### src/rtl/sort_calc_pkg.sv
// Shared types for the streaming sort-and-compute block:
// result-select mode encoding and control FSM states.
package sort_calc_pkg;

  typedef enum logic [2:0] {
    MODE_SUM_LO   = 3'd0,
    MODE_DIFF_LO  = 3'd1,
    MODE_DIFF_HI  = 3'd2,
    MODE_SPAN_NEG = 3'd3,
    MODE_SUM_HI   = 3'd4,
    MODE_SPAN     = 3'd5,
    MODE_MED_SUM  = 3'd6,
    MODE_RSVD     = 3'd7
  } mode_e;

  typedef enum logic [1:0] {
    IDLE,
    LOAD,
    CALC
  } state_e;

endpackage

### src/rtl/sort_insert.sv
// One-step insertion sorter: inserts v into ascending s[0..cnt-1].
// Ports: s (array), cnt (valid entries), v (sample) -> s_nxt.
module sort_insert
  import sort_calc_pkg::*;
#(
  parameter int W = 4,
  parameter int N = 4
) (
  input  logic [N-1:0][W-1:0]       s,
  input  logic [$clog2(N+1)-1:0]    cnt,
  input  logic [W-1:0]              v,
  output logic [N-1:0][W-1:0]       s_nxt
);

  logic [N-1:0]         gt;
  logic [N-1:0]         gt_prev;
  logic [N-1:0][W-1:0]  s_prev;

  // gt is monotonic over the sorted prefix, so the
  // first set bit marks the landing slot of v.
  always_comb begin
    gt = '0;
    for (int i = 0; i < N; i++) begin
      gt[i] = (i < int'(cnt)) &&
              ($signed(s[i]) > $signed(v));
    end
  end

  assign gt_prev = {gt[N-2:0], 1'b0};
  assign s_prev  = {s[N-2:0], {W{1'b0}}};

  always_comb begin
    s_nxt = '0;
    for (int i = 0; i < N; i++) begin
      if ((i < int'(cnt)) && !gt[i])
        s_nxt[i] = s[i];
      else if (gt_prev[i])
        s_nxt[i] = s_prev[i];
      else
        s_nxt[i] = v;
    end
  end

endmodule

### src/rtl/sort_calc_n.sv
// Serial N-sample sorter with one order-statistic result per frame.
// Ports: clk, rst, in_valid/in_number/mode -> out_valid/out_result/out_err.
module sort_calc_n
  import sort_calc_pkg::*;
#(
  parameter int W = 4,
  parameter int N = 4
) (
  input  logic                clk,
  input  logic                rst,
  input  logic                in_valid,
  input  logic [W-1:0]        in_number,
  input  logic [2:0]          mode,
  output logic                out_valid,
  output logic [W+1:0]        out_result,
  output logic                out_err
);

  localparam int CW = $clog2(N + 1);
  localparam int RW = W + 2;

  state_e               state;
  state_e               state_nxt;
  logic [CW-1:0]        cnt;
  logic [CW-1:0]        ins_cnt;
  logic [N-1:0][W-1:0]  s;
  logic [N-1:0][W-1:0]  s_ins;
  mode_e                mode_q;
  logic                 take;
  logic                 first;
  logic                 abort;
  logic                 fire;
  logic [RW-1:0]        res;
  logic                 rerr;

  function automatic logic [RW-1:0] sx(
    input logic [W-1:0] x
  );
    return {{2{x[W-1]}}, x};
  endfunction

  // A beat seen during CALC opens the next frame;
  // the result still uses the pre-edge array.
  always_comb begin
    state_nxt = state;
    take      = 1'b0;
    first     = 1'b0;
    abort     = 1'b0;
    fire      = 1'b0;
    unique case (state)
      IDLE: begin
        if (in_valid) begin
          take      = 1'b1;
          first     = 1'b1;
          state_nxt = LOAD;
        end
      end
      LOAD: begin
        if (in_valid) begin
          take = 1'b1;
          if (cnt == CW'(N - 1))
            state_nxt = CALC;
        end else begin
          abort     = 1'b1;
          state_nxt = IDLE;
        end
      end
      CALC: begin
        fire      = 1'b1;
        state_nxt = IDLE;
        if (in_valid) begin
          take      = 1'b1;
          first     = 1'b1;
          state_nxt = LOAD;
        end
      end
      default: state_nxt = IDLE;
    endcase
  end

  assign ins_cnt = first ? '0 : cnt;

  sort_insert #(
    .W (W),
    .N (N)
  ) u_ins (
    .s     (s),
    .cnt   (ins_cnt),
    .v     (in_number),
    .s_nxt (s_ins)
  );

  always_comb begin
    res  = '0;
    rerr = 1'b0;
    unique case (mode_q)
      MODE_SUM_LO:   res = sx(s[0]) + sx(s[1]);
      MODE_DIFF_LO:  res = sx(s[1]) - sx(s[0]);
      MODE_DIFF_HI:  res = sx(s[N-1]) - sx(s[N-2]);
      MODE_SPAN_NEG: res = sx(s[0]) - sx(s[N-1]);
      MODE_SUM_HI:   res = sx(s[N-1]) + sx(s[N-2]);
      MODE_SPAN:     res = sx(s[N-1]) - sx(s[0]);
      MODE_MED_SUM:  res = sx(s[N/2-1]) + sx(s[N/2]);
      MODE_RSVD:     rerr = 1'b1;
    endcase
  end

  always_ff @(posedge clk or posedge rst) begin
    if (rst)
      state <= IDLE;
    else
      state <= state_nxt;
  end

  always_ff @(posedge clk or posedge rst) begin
    if (rst) begin
      s          <= '0;
      cnt        <= '0;
      mode_q     <= MODE_SUM_LO;
      out_valid  <= 1'b0;
      out_result <= '0;
      out_err    <= 1'b0;
    end else begin
      out_valid  <= fire;
      out_result <= fire ? res : '0;
      out_err    <= abort | (fire & rerr);
      if (take) begin
        s   <= s_ins;
        cnt <= first ? CW'(1) : cnt + 1'b1;
      end else begin
        cnt <= '0;
      end
      if (first)
        mode_q <= mode_e'(mode);
    end
  end

endmodule

### config.mk
export PLATFORM = sky130hd
export DESIGN_NAME = sort_calc_n
export DESIGN_NICKNAME = d
export VERILOG_FILES = /design/src/rtl/sort_calc_pkg.sv /design/src/rtl/sort_insert.sv /design/src/rtl/sort_calc_n.sv
export SDC_FILE = /design/constraint.sdc
export NUM_CORES = 1
export LEC_CHECK = 0
export CAP_MARGIN = 20
export CORE_MARGIN = 4
export CORE_UTILIZATION = 25
export CTS_CLUSTER_SIZE = 40
export DETAILED_ROUTE_END_ITERATION = 8
export PLACE_DENSITY = 0.39
export SETUP_SLACK_MARGIN = 0.1
export SLEW_MARGIN = 10
export SYNTH_ARGS = -nofsm -noshare
export SYNTH_HDL_FRONTEND = slang
export SYNTH_HIERARCHICAL = 1
export SYNTH_SLANG_ARGS = --single-unit
### constraint.sdc
create_clock -name clk -period 3.9 [get_ports clk]
set_input_delay 0.78 -clock clk [delete_from_list [all_inputs] [get_ports clk]]
set_output_delay 0.78 -clock clk [all_outputs]
set_load 0.05 [all_outputs]
==> impl_metrics.env, run 1 <==
export IMPL_required_ps=4060
export IMPL_cts_sinks=31
export IMPL_overflow=0
export IMPL_ioPinCount=18
export IMPL_yosysTopAreaCell="dfrtp_1"
export IMPL_firstDrtPassIters=4
export IMPL_cts_tree="done"
export IMPL_p_leak_nw=1.506
export IMPL_drv_slew=0
export IMPL_syn_num_nets=361
export IMPL_path_clk_slew_ps=50
export IMPL_start_util_pct=25.70
export IMPL_syn_avg_cell_area_um2=9.325
export IMPL_fin_hold_ws_ps=643.7
export IMPL_wl_um=7861
export IMPL_combPwrFrac_pct=44.4
export IMPL_final_critical_path_setup_slack_ps=705.2
export IMPL_status="complete, no violations"
export IMPL_ys_warn_count=6
export IMPL_fin_cells=480
export IMPL_area_growth_syn_to_layout_pct=16.82
export IMPL_worstPathArrival_ps=3350
export IMPL_critPathLaunchType="primary input"
export IMPL_cts_htree_levels=2
export IMPL_detail_route_drc_violations=0
export IMPL_cellPowerDensity_nw_per_um2=434.3
export IMPL_hold_buffers=0
export IMPL_synth_area_leaders="dfrtp_1 26%, ha_1 14%, mux2_2 7.3%, mux2i_1 4.4%, a21oi_1 4.1%"
export IMPL_die_h_um=116.6
export IMPL_numCtsBuffers=5
export IMPL_clock_power_share_pct=27.3
export IMPL_slew_headroom_pct=58.69
export IMPL_cts_resized_gates=0
export IMPL_worstPathMaxFanout=5
export IMPL_dieWidth_um=116.6
export IMPL_p_int_mw=0.9233
export IMPL_worstSetupEndpointType="flip-flop"
export IMPL_synth_top_cell_area_share_pct=26.33
export IMPL_crit_type="in2reg"
export IMPL_layout_nets=381
export IMPL_p_sw_mw=0.5715
export IMPL_rsz0062_at_grt="false"
export IMPL_fin_crit_sh_pct=81.92
export IMPL_layout_drive_gt1_share_pct=14.84
export IMPL_antenna_found_initial=0
export IMPL_dr_total_vias=2360
export IMPL_synthCells=316
export IMPL_core_um2=11470
export IMPL_tightest_slew_ps=616.1
export IMPL_cts_root_buf="clkbuf_16"
export IMPL_via_per_inst=4.917
export IMPL_p_seq_share_pct=28.2
export IMPL_diodes=0
export IMPL_ant_nets=0
export IMPL_place_area_um2=3286
export IMPL_drv_cap=0
export IMPL_portBuffers=17
export IMPL_fmax_mhz=313.0
export IMPL_gp_congestion=0.7678
export IMPL_wire_per_inst_um=16.38
export IMPL_drt_iter0_markers=108
export IMPL_grt_max_degree=32
export IMPL_synth_edf_count=0
export IMPL_synth_seq_cells=31
export IMPL_dp_slack_ps=412.6
export IMPL_ir_drop_mv=0.1673
export IMPL_synth_ff_type="dfrtp_1"
export IMPL_setup_viol=0
export IMPL_track_usage_pct=12.71
export IMPL_rows=39
export IMPL_grt_pass1_wl_um=13490
export IMPL_min_period_ps=3195
export IMPL_min_path_type="reg2reg"
export IMPL_postLayoutCellArea_um2=3442
export IMPL_async_reset_ff_share_pct=100.0
export IMPL_hold_viol=0
export IMPL_grt_pass1_vias=2482
export IMPL_tns_ps=0
export IMPL_dp_hpwl_um=6196
export IMPL_dp_cells=472
export IMPL_seq_area_frac_synth_pct=26.33
export IMPL_synthDistinctLibCells=57
export IMPL_dieArea_um2=13590
export IMPL_yosysMostFrequentCell="ha_1"
export IMPL_yosys_top_cells_count="32 x ha_1, 31 x dfrtp_1, 25 x inv_1"
export IMPL_skew_ps=1.857
export IMPL_cts_buffer_depth=2
export IMPL_finalPower_mw=1.495
export IMPL_swShare_pct=38.23
export IMPL_postLayoutCoreUtil_pct=30.02
export IMPL_cts_setup_buffers=0
export IMPL_clock_latency_ps=270
export IMPL_netlist_area_um2=2947
[area by class of cell]
type                    count  area (um^2)
multi-input cells         248         2011
repair buffers             24        222.7
fillers                  1219         8025
well taps                 143        178.9
clock buffers               8        156.4
inverters                  26        97.59
flip-flops and latches     31        775.7
[power groups by stage]
stage	registers [mW]	clock network, mW	logic, mW
floorplan	0.401	0	0.515
finish	0.422	0.409	0.664
global route	0.432	0.436	0.762
CTS	0.425	0.422	0.671
detailed placement	0.431	0	0.665
global placement	0.431	0	0.669
[kinds of logic after synthesis]
group / Yosys count / synth area share (%)
and+or+nand+nor: 84 / 15.63
buffers and inverters: 37 / 5.435
xor gates and xnor gates: 8 / 2.378
adders and majority gates: 35 / 15.63
DFF: 31 / 26.33
muxes: 40 / 14.73
AOI/OAI and AO/OA: 81 / 19.87
[routing by layer]
layer  track usage [%]  wire [um]
met1             17.76       3837
met2             21.17       3750
met3             2.073        235
met4             1.835         38
met5                 0          0
[sequential cells by signal, indices dropped and copies added (netlist names)]
register    flops
s              16
mode_q          3
cnt             3
out_result      5
out_err         1
state           2
out_valid       1
[worst paths after layout]
| kind | from | end | slack [ps] | depth (start not counted) |
|---|---|---|---|---|
| worst max register to register | s[1] | out_result[4] | 970 | 11 |
| worst min-delay path | s[12] | s[12] | 640 | 2 |
| worst min register to register | s[12] | s[12] | 640 | 2 |
| max in group asynchronous | rst | s[1] | 2700 | 3 |
| worst max-delay path | in_number[2] | s[7] | 710 | 9 |
| min in group asynchronous | rst | out_result[2] | 900 | 3 |
[placed cells by master (no fill, tap or decap), drive strengths merged, types with 2 or more instances in the layout]
cell           synthesis  final
ha                    32     32
dfrtp                 31     31
mux2                  27     27
inv                   26     26
a21oi                 25     25
o21ai                 25     25
nand2                 22     22
clkdlybuf4s50          0     17
mux2i                 13     13
nor2                  12     12
nand2b                 8      8
nor3                   8      8
clkbuf                 3      8
nor2b                  7      7
buf                    8      7
nand3                  6      6
xnor2                  5      5
o22ai                  5      5
and2                   4      4
a21o                   4      4
nand4                  4      4
a211oi                 4      4
and4b                  3      3
xor2                   3      3
fa                     3      3
a221oi                 3      3
nor3b                  3      3
nand3b                 2      2
and3                   2      2
o221ai                 2      2
a21boi                 2      2
a31oi                  2      2
or2                    2      2
o41ai                  2      2
[worst max-delay path, stage by stage]
cell and delay, ps:
clkdlybuf4s50_1 600, inv_1 180, ha_1 340, nand4_1 150, nand2_1 110, a211oi_4 330, mux2_1 350, mux2_2 260
mux2_2 260
(Power assumes the default switching activity.)
==> inputs of run 2 (changes only) <==
--- a/config.mk
+++ b/config.mk
@@ -10,7 +10,7 @@
 export CORE_UTILIZATION = 25
 export CTS_CLUSTER_SIZE = 40
 export DETAILED_ROUTE_END_ITERATION = 8
-export PLACE_DENSITY = 0.39
+export PLACE_DENSITY = 0.41
 export SETUP_SLACK_MARGIN = 0.1
 export SLEW_MARGIN = 10
 export SYNTH_ARGS = -nofsm -noshare
==> constraint.sdc (replaced) <==
create_clock -name clk -period 2.65 [get_ports clk]
set_input_delay 0.53 -clock clk [delete_from_list [all_inputs] [get_ports clk]]
set_output_delay 0.53 -clock clk [all_outputs]
set_load 0.05 [all_outputs]
==> run 2 against run 1 <==
Compared with the run above:
- die area unchanged
- critical path depth up 1
- global-route usage down 0.22 points
- critical path type is now reg2reg
- critical endpoint is now out_result[4]
==> impl_metrics.env, run 2 (synthesis gave the netlist of run 1 again) <==
export IMPL_cts_buffer_depth=2
export IMPL_clock_latency_ps=270
export IMPL_crit_type="reg2reg"
export IMPL_largest_reg_flops=16
export IMPL_diodes=0
export IMPL_crit_end="out_result[4]"
export IMPL_hold_viol=0
export IMPL_detail_route_drc_violations=0
export IMPL_layout_nets=439
export IMPL_worstPathMaxFanout=5
export IMPL_ir_drop_mv=0.3522
export IMPL_worstSetupEndpointType="flip-flop"
export IMPL_cp_startpoint="mode_q[1]"
export IMPL_drt_iter0_markers=83
export IMPL_reg2reg_to="out_result[4]"
export IMPL_cts_sinks=31
export IMPL_rsz0062_at_grt="true"
export IMPL_antenna_found_initial=0
export IMPL_worstPathArrival_ps=2620
export IMPL_drv_cap=0
export IMPL_path_clk_slew_ps=60
export IMPL_ant_nets=0
export IMPL_min_period_ps=2489
export IMPL_portBuffers=17
export IMPL_worst_r2r_path_depth=10
export IMPL_wl_um=8197
export IMPL_fin_crit_sh_pct=93.94
export IMPL_overflow=0
export IMPL_min_path_type="reg2reg"
export IMPL_numCtsBuffers=5
export IMPL_cts_tree="done"
export IMPL_skew_ps=5.449
export IMPL_setup_viol=0
export IMPL_dp_slack_ps=-295.7
export IMPL_final_cell_mix="62 x buf_4, 28 x dfrtp_1, 27 x ha_1"
export IMPL_layout_drive_gt1_share_pct=38.73
export IMPL_wire_per_inst_um=15.24
export IMPL_top_register="s"
export IMPL_track_usage_pct=12.49
export IMPL_place_area_um2=3656
export IMPL_tightest_slew_ps=491.3
export IMPL_layout_commonest_cell="buf_4"
export IMPL_grt_pass1_vias=2701
export IMPL_grt_max_degree=32
export IMPL_postLayoutCellArea_um2=4103
export IMPL_drv_slew=0
export IMPL_status="complete, no violations"
export IMPL_critPathLaunchType="flip-flop"
export IMPL_cellPowerDensity_nw_per_um2=614.9
export IMPL_slew_headroom_pct=67.14
export IMPL_firstDrtPassIters=4
export IMPL_largestRegisters="s (16), out_result (5)"
export IMPL_p_leak_nw=1.853
export IMPL_gp_congestion=0.7991
export IMPL_reg2reg_setup_slack_ps=160
export IMPL_core_um2=11470
export IMPL_dieWidth_um=116.6
export IMPL_required_ps=2780
export IMPL_final_critical_path_setup_slack_ps=160.5
export IMPL_dp_hpwl_um=6479
export IMPL_cts_root_buf="clkbuf_16"
export IMPL_area_growth_syn_to_layout_pct=39.24
export IMPL_ioPinCount=18
export IMPL_start_util_pct=25.70
export IMPL_reg2reg_from="mode_q[1]"
export IMPL_dr_total_vias=2609
export IMPL_via_per_inst=4.849
export IMPL_fmax_mhz=401.7
export IMPL_dieArea_um2=13590
export IMPL_die_h_um=116.6
export IMPL_grt_pass1_wl_um=13440
export IMPL_cts_htree_levels=2
export IMPL_finalPower_mw=2.523
export IMPL_rows=39
-- run 2: changes by cell type in the layout (fill, tap and decap cells not counted), sizes merged --
cell | before | now
buf | 7 | 65
clkdlybuf4s50 | 17 | 13
clkbuf | 8 | 6
dlygate4sd2 | 0 | 2
dlymetal6s2s | 0 | 2
bufinv | 0 | 1
clkinv | 0 | 1
-- run 2: timing repair --
| item | CTS | global route |
|---|---|---|
| resized for setup | 26 | 29 |
| endpoints found under the setup margin | 10 | 14 |
| pin swaps | 6 | 16 |
| hold buffers | 0 | 0 |
| setup buffers | 6 | 3 |
| endpoints found under the hold margin | 0 | 0 |
-- run 2: per-stage QoR --
stage	instances	hold slack [ps]	utilization, %	TNS [ps]
finish	538	617.5	35.78	0
global route	538	627.9	35.78	0
CTS	535	642.0	34.64	0
detailed placement	521	630.3	31.88	-2870
global placement	521	622.8	31.88	-2429
floorplan	316	532.3	-	0
-- run 2: layout make-up --
cell class	count	area (um^2)
multi-input combinational	248	2201
clock buffer	6	138.9
fill	1172	7365
clock inverter	2	35.03
inverter	26	97.59
timing repair buffer	82	671.9
tap	143	178.9
sequential	31	779.5
-- run 2: worst min-delay path by stage --
stage,from,to,cells past startpoint
2_1_floorplan,s[4],s[4],1
3_3_place_gp,cnt[2],cnt[2],3
3_5_place_dp,s[9],s[9],2
4_1_cts,s[9],s[9],2
5_1_grt,cnt[0],cnt[0],2
6_report,cnt[0],cnt[0],2
-- run 2: worst max-delay path, cell delays in order, from the launching register on --
cell	delay, ps
dfrtp_2	450
or2_4	280
a2bb2oi_1	140
a21oi_1	180
a21oi_2	70
fa_2	370
a21o_1	190
a21oi_1	170
xor2_1	180
xnor2_1	160
o221ai_1	160
-- run 2: where the power goes --
| group | leakage (nW) | switching (mW) | internal [mW] | total [mW] |
|---|---|---|---|---|
| combinational | 1.38 | 0.623 | 0.617 | 1.24 |
| clock | 0.0868 | 0.211 | 0.467 | 0.678 |
| sequential | 0.386 | 0.0793 | 0.525 | 0.605 |
| total | 1.85 | 0.913 | 1.61 | 2.52 |
-- run 2: per-layer routing --
layer	wire length, um	GRT usage, %	part of all wire [%]
met5	0	0	0
met4	18	1.682	0.22
met3	175	2.021	2.1
met2	4083	21.51	50
met1	3919	16.94	48
==> inputs of run 3 (changes only) <==
--- a/config.mk
+++ b/config.mk
@@ -11,7 +11,7 @@
 export CTS_CLUSTER_SIZE = 40
 export DETAILED_ROUTE_END_ITERATION = 8
 export PLACE_DENSITY = 0.41
-export SETUP_SLACK_MARGIN = 0.1
+export SETUP_SLACK_MARGIN = 0.15
 export SLEW_MARGIN = 10
 export SYNTH_ARGS = -nofsm -noshare
 export SYNTH_HDL_FRONTEND = slang
==> run 3 against run 2 <==
Compared with the run above:
- via count decreased by 0.23%
- routed wire length increased by 2.6%
- register-to-register slack about the same
- highest routed layer unchanged
- largest power group unchanged
- sequential power up 0.7%
- sequential share of layout area grew 0.18 points
==> impl_metrics.env, run 3 (synthesis gave the netlist of run 1 again) <==
export IMPL_status="complete, no violations"
export IMPL_hold_depth=2
export IMPL_wl_met3_um=258
export IMPL_min_period_ps=2483
export IMPL_cts_sinks=31
export IMPL_dieWidth_um=116.6
export IMPL_wl_um=8412
export IMPL_dieArea_um2=13590
export IMPL_wire_per_inst_um=15.75
export IMPL_drv_slew=0
export IMPL_layout_drive_gt1_share_pct=37.85
export IMPL_slowest_stage="dfrtp_2"
export IMPL_path_clk_slew_ps=60
export IMPL_crit_chain="inv_1 > ha_1 > a2bb2oi_2 > a21oi_2 > a21oi_2 > fa_2 > a21o_1 > a21oi_2 > xor2_1 > xnor2_1 > o221ai_1"
export IMPL_final_critical_path_setup_slack_ps=167.2
export IMPL_critPathMostFrequentCell="a21oi_2"
export IMPL_grt_pass1_vias=2674
export IMPL_met2_length_um=3979
export IMPL_required_ps=2790
export IMPL_hold_buffers=0
export IMPL_cts_htree_levels=2
export IMPL_p_leak_nw=1.823
export IMPL_grt_pass1_wl_um=13760
export IMPL_crit_type="reg2reg"
export IMPL_antenna_found_initial=0
export IMPL_largestRegisters="s (16), out_result (5)"
export IMPL_rsz0062_at_grt="true"
export IMPL_ioPinCount=18
export IMPL_final_cell_mix="60 x buf_4, 26 x dfrtp_1, 25 x ha_1"
export IMPL_dr_total_vias=2603
export IMPL_tns_ps=0
export IMPL_numCtsBuffers=5
export IMPL_cp_startpoint="s[1]"
export IMPL_portBuffers=17
export IMPL_ir_drop_mv=0.2234
export IMPL_slew_headroom_pct=66.60
export IMPL_worst_r2r_path_depth=11
export IMPL_cts_root_buf="clkbuf_16"
export IMPL_crit_end="out_result[4]"
export IMPL_dp_slack_ps=-326.6
export IMPL_cellPowerDensity_nw_per_um2=628.3
export IMPL_largest_reg_flops=16
export IMPL_worstPathMaxFanout=2
export IMPL_worstPathArrival_ps=2630
export IMPL_critPathMaxStageDelay_ps=400
export IMPL_fin_crit_sh_pct=93.69
export IMPL_clock_latency_ps=290
export IMPL_via_per_inst=4.875
export IMPL_firstDrtPassIters=4
export IMPL_rows=39
export IMPL_drt_iter0_markers=60
export IMPL_drv_cap=0
export IMPL_die_h_um=116.6
export IMPL_reg2reg_setup_slack_ps=170
export IMPL_critPathLaunchType="flip-flop"
export IMPL_track_usage_pct=13.05
export IMPL_start_util_pct=25.70
export IMPL_setup_viol=0
export IMPL_core_um2=11470
export IMPL_reg2reg_from="s[1]"
export IMPL_layout_commonest_cell="buf_4"
export IMPL_overflow=0
export IMPL_fin_cells=534
export IMPL_gp_congestion=0.7820
export IMPL_layout_nets=435
export IMPL_detail_route_drc_violations=0
export IMPL_dp_hpwl_um=6503
export IMPL_cts_buffer_depth=2
export IMPL_cts_tree="done"
export IMPL_dp_cells=517
export IMPL_highest_layer="met4"
export IMPL_top_register="s"
export IMPL_min_path_type="reg2reg"
export IMPL_reg2reg_to="out_result[4]"
export IMPL_diodes=0
export IMPL_hold_viol=0
export IMPL_wl_met1_um=4037
export IMPL_area_growth_syn_to_layout_pct=38.39
export IMPL_tightest_slew_ps=499.4
export IMPL_worstSetupEndpointType="flip-flop"
export IMPL_skew_ps=8.412
export IMPL_grt_max_degree=32
export IMPL_fmax_mhz=402.8
export IMPL_ant_nets=0
run 3: report_power, final:
part           total, mW  internal (mW)  switching, mW
sequential         0.609          0.526         0.0836
combinational       1.26          0.614          0.644
clock              0.695          0.468          0.228
total               2.56           1.61          0.955
run 3: what timing repair did:
item	4_1_cts	5_1_grt
pin swaps	8	11
setup endpoints to repair	14	13
buffers inserted	6	3
resized for setup	29	21
run 3: worst min path at each step:
stage / start / endpoint / slack (ps)
3_3_place_gp: cnt[2] / cnt[2] / 610
6_report: cnt[0] / cnt[0] / 610
4_1_cts: cnt[2] / cnt[2] / 620
3_5_place_dp: cnt[2] / cnt[2] / 610
5_1_grt: cnt[0] / cnt[0] / 660
2_1_floorplan: s[4] / s[4] / 530
run 3: layout make-up:
type	count	area (um^2)
Fill cell	1169	7390
Tap cell	143	178.9
Inverter	26	97.59
Clock buffer	6	138.9
Clock inverter	2	35.03
Timing Repair Buffer	78	630.6
Sequential cell	31	782.0
Multi-Input combinational cell	248	2215
run 3: worst max-delay path, delay by kind of cell, from the launching register on:
kind / cells / cell delay [ps]
compound gates: 6 / 890
fa+ha+maj: 2 / 600
flops: 1 / 400
xor+xnor: 2 / 370
buf+inv: 1 / 70
run 3: per-layer routing:
layer  vias to the layer above  global-route usage (%)
li1                       1293                       -
met2                        42                   21.82
met3                        14                   2.487
met1                      1254                   17.62
met4                         0                   2.752
met5                         -                       0
run 3: metrics by stage:
step                cell area [um^2]  util [%]  power [mW]  hold WS [ps]
floorplan                       2959         -       1.358         532.3
global placement                3633     31.69       1.724         611.4
detailed placement              3633     31.69       1.727         611.4
CTS                             3974     34.65       2.513         620.0
global route                    4078     35.56       2.751         659.0
finish                          4078     35.56       2.562         606.7
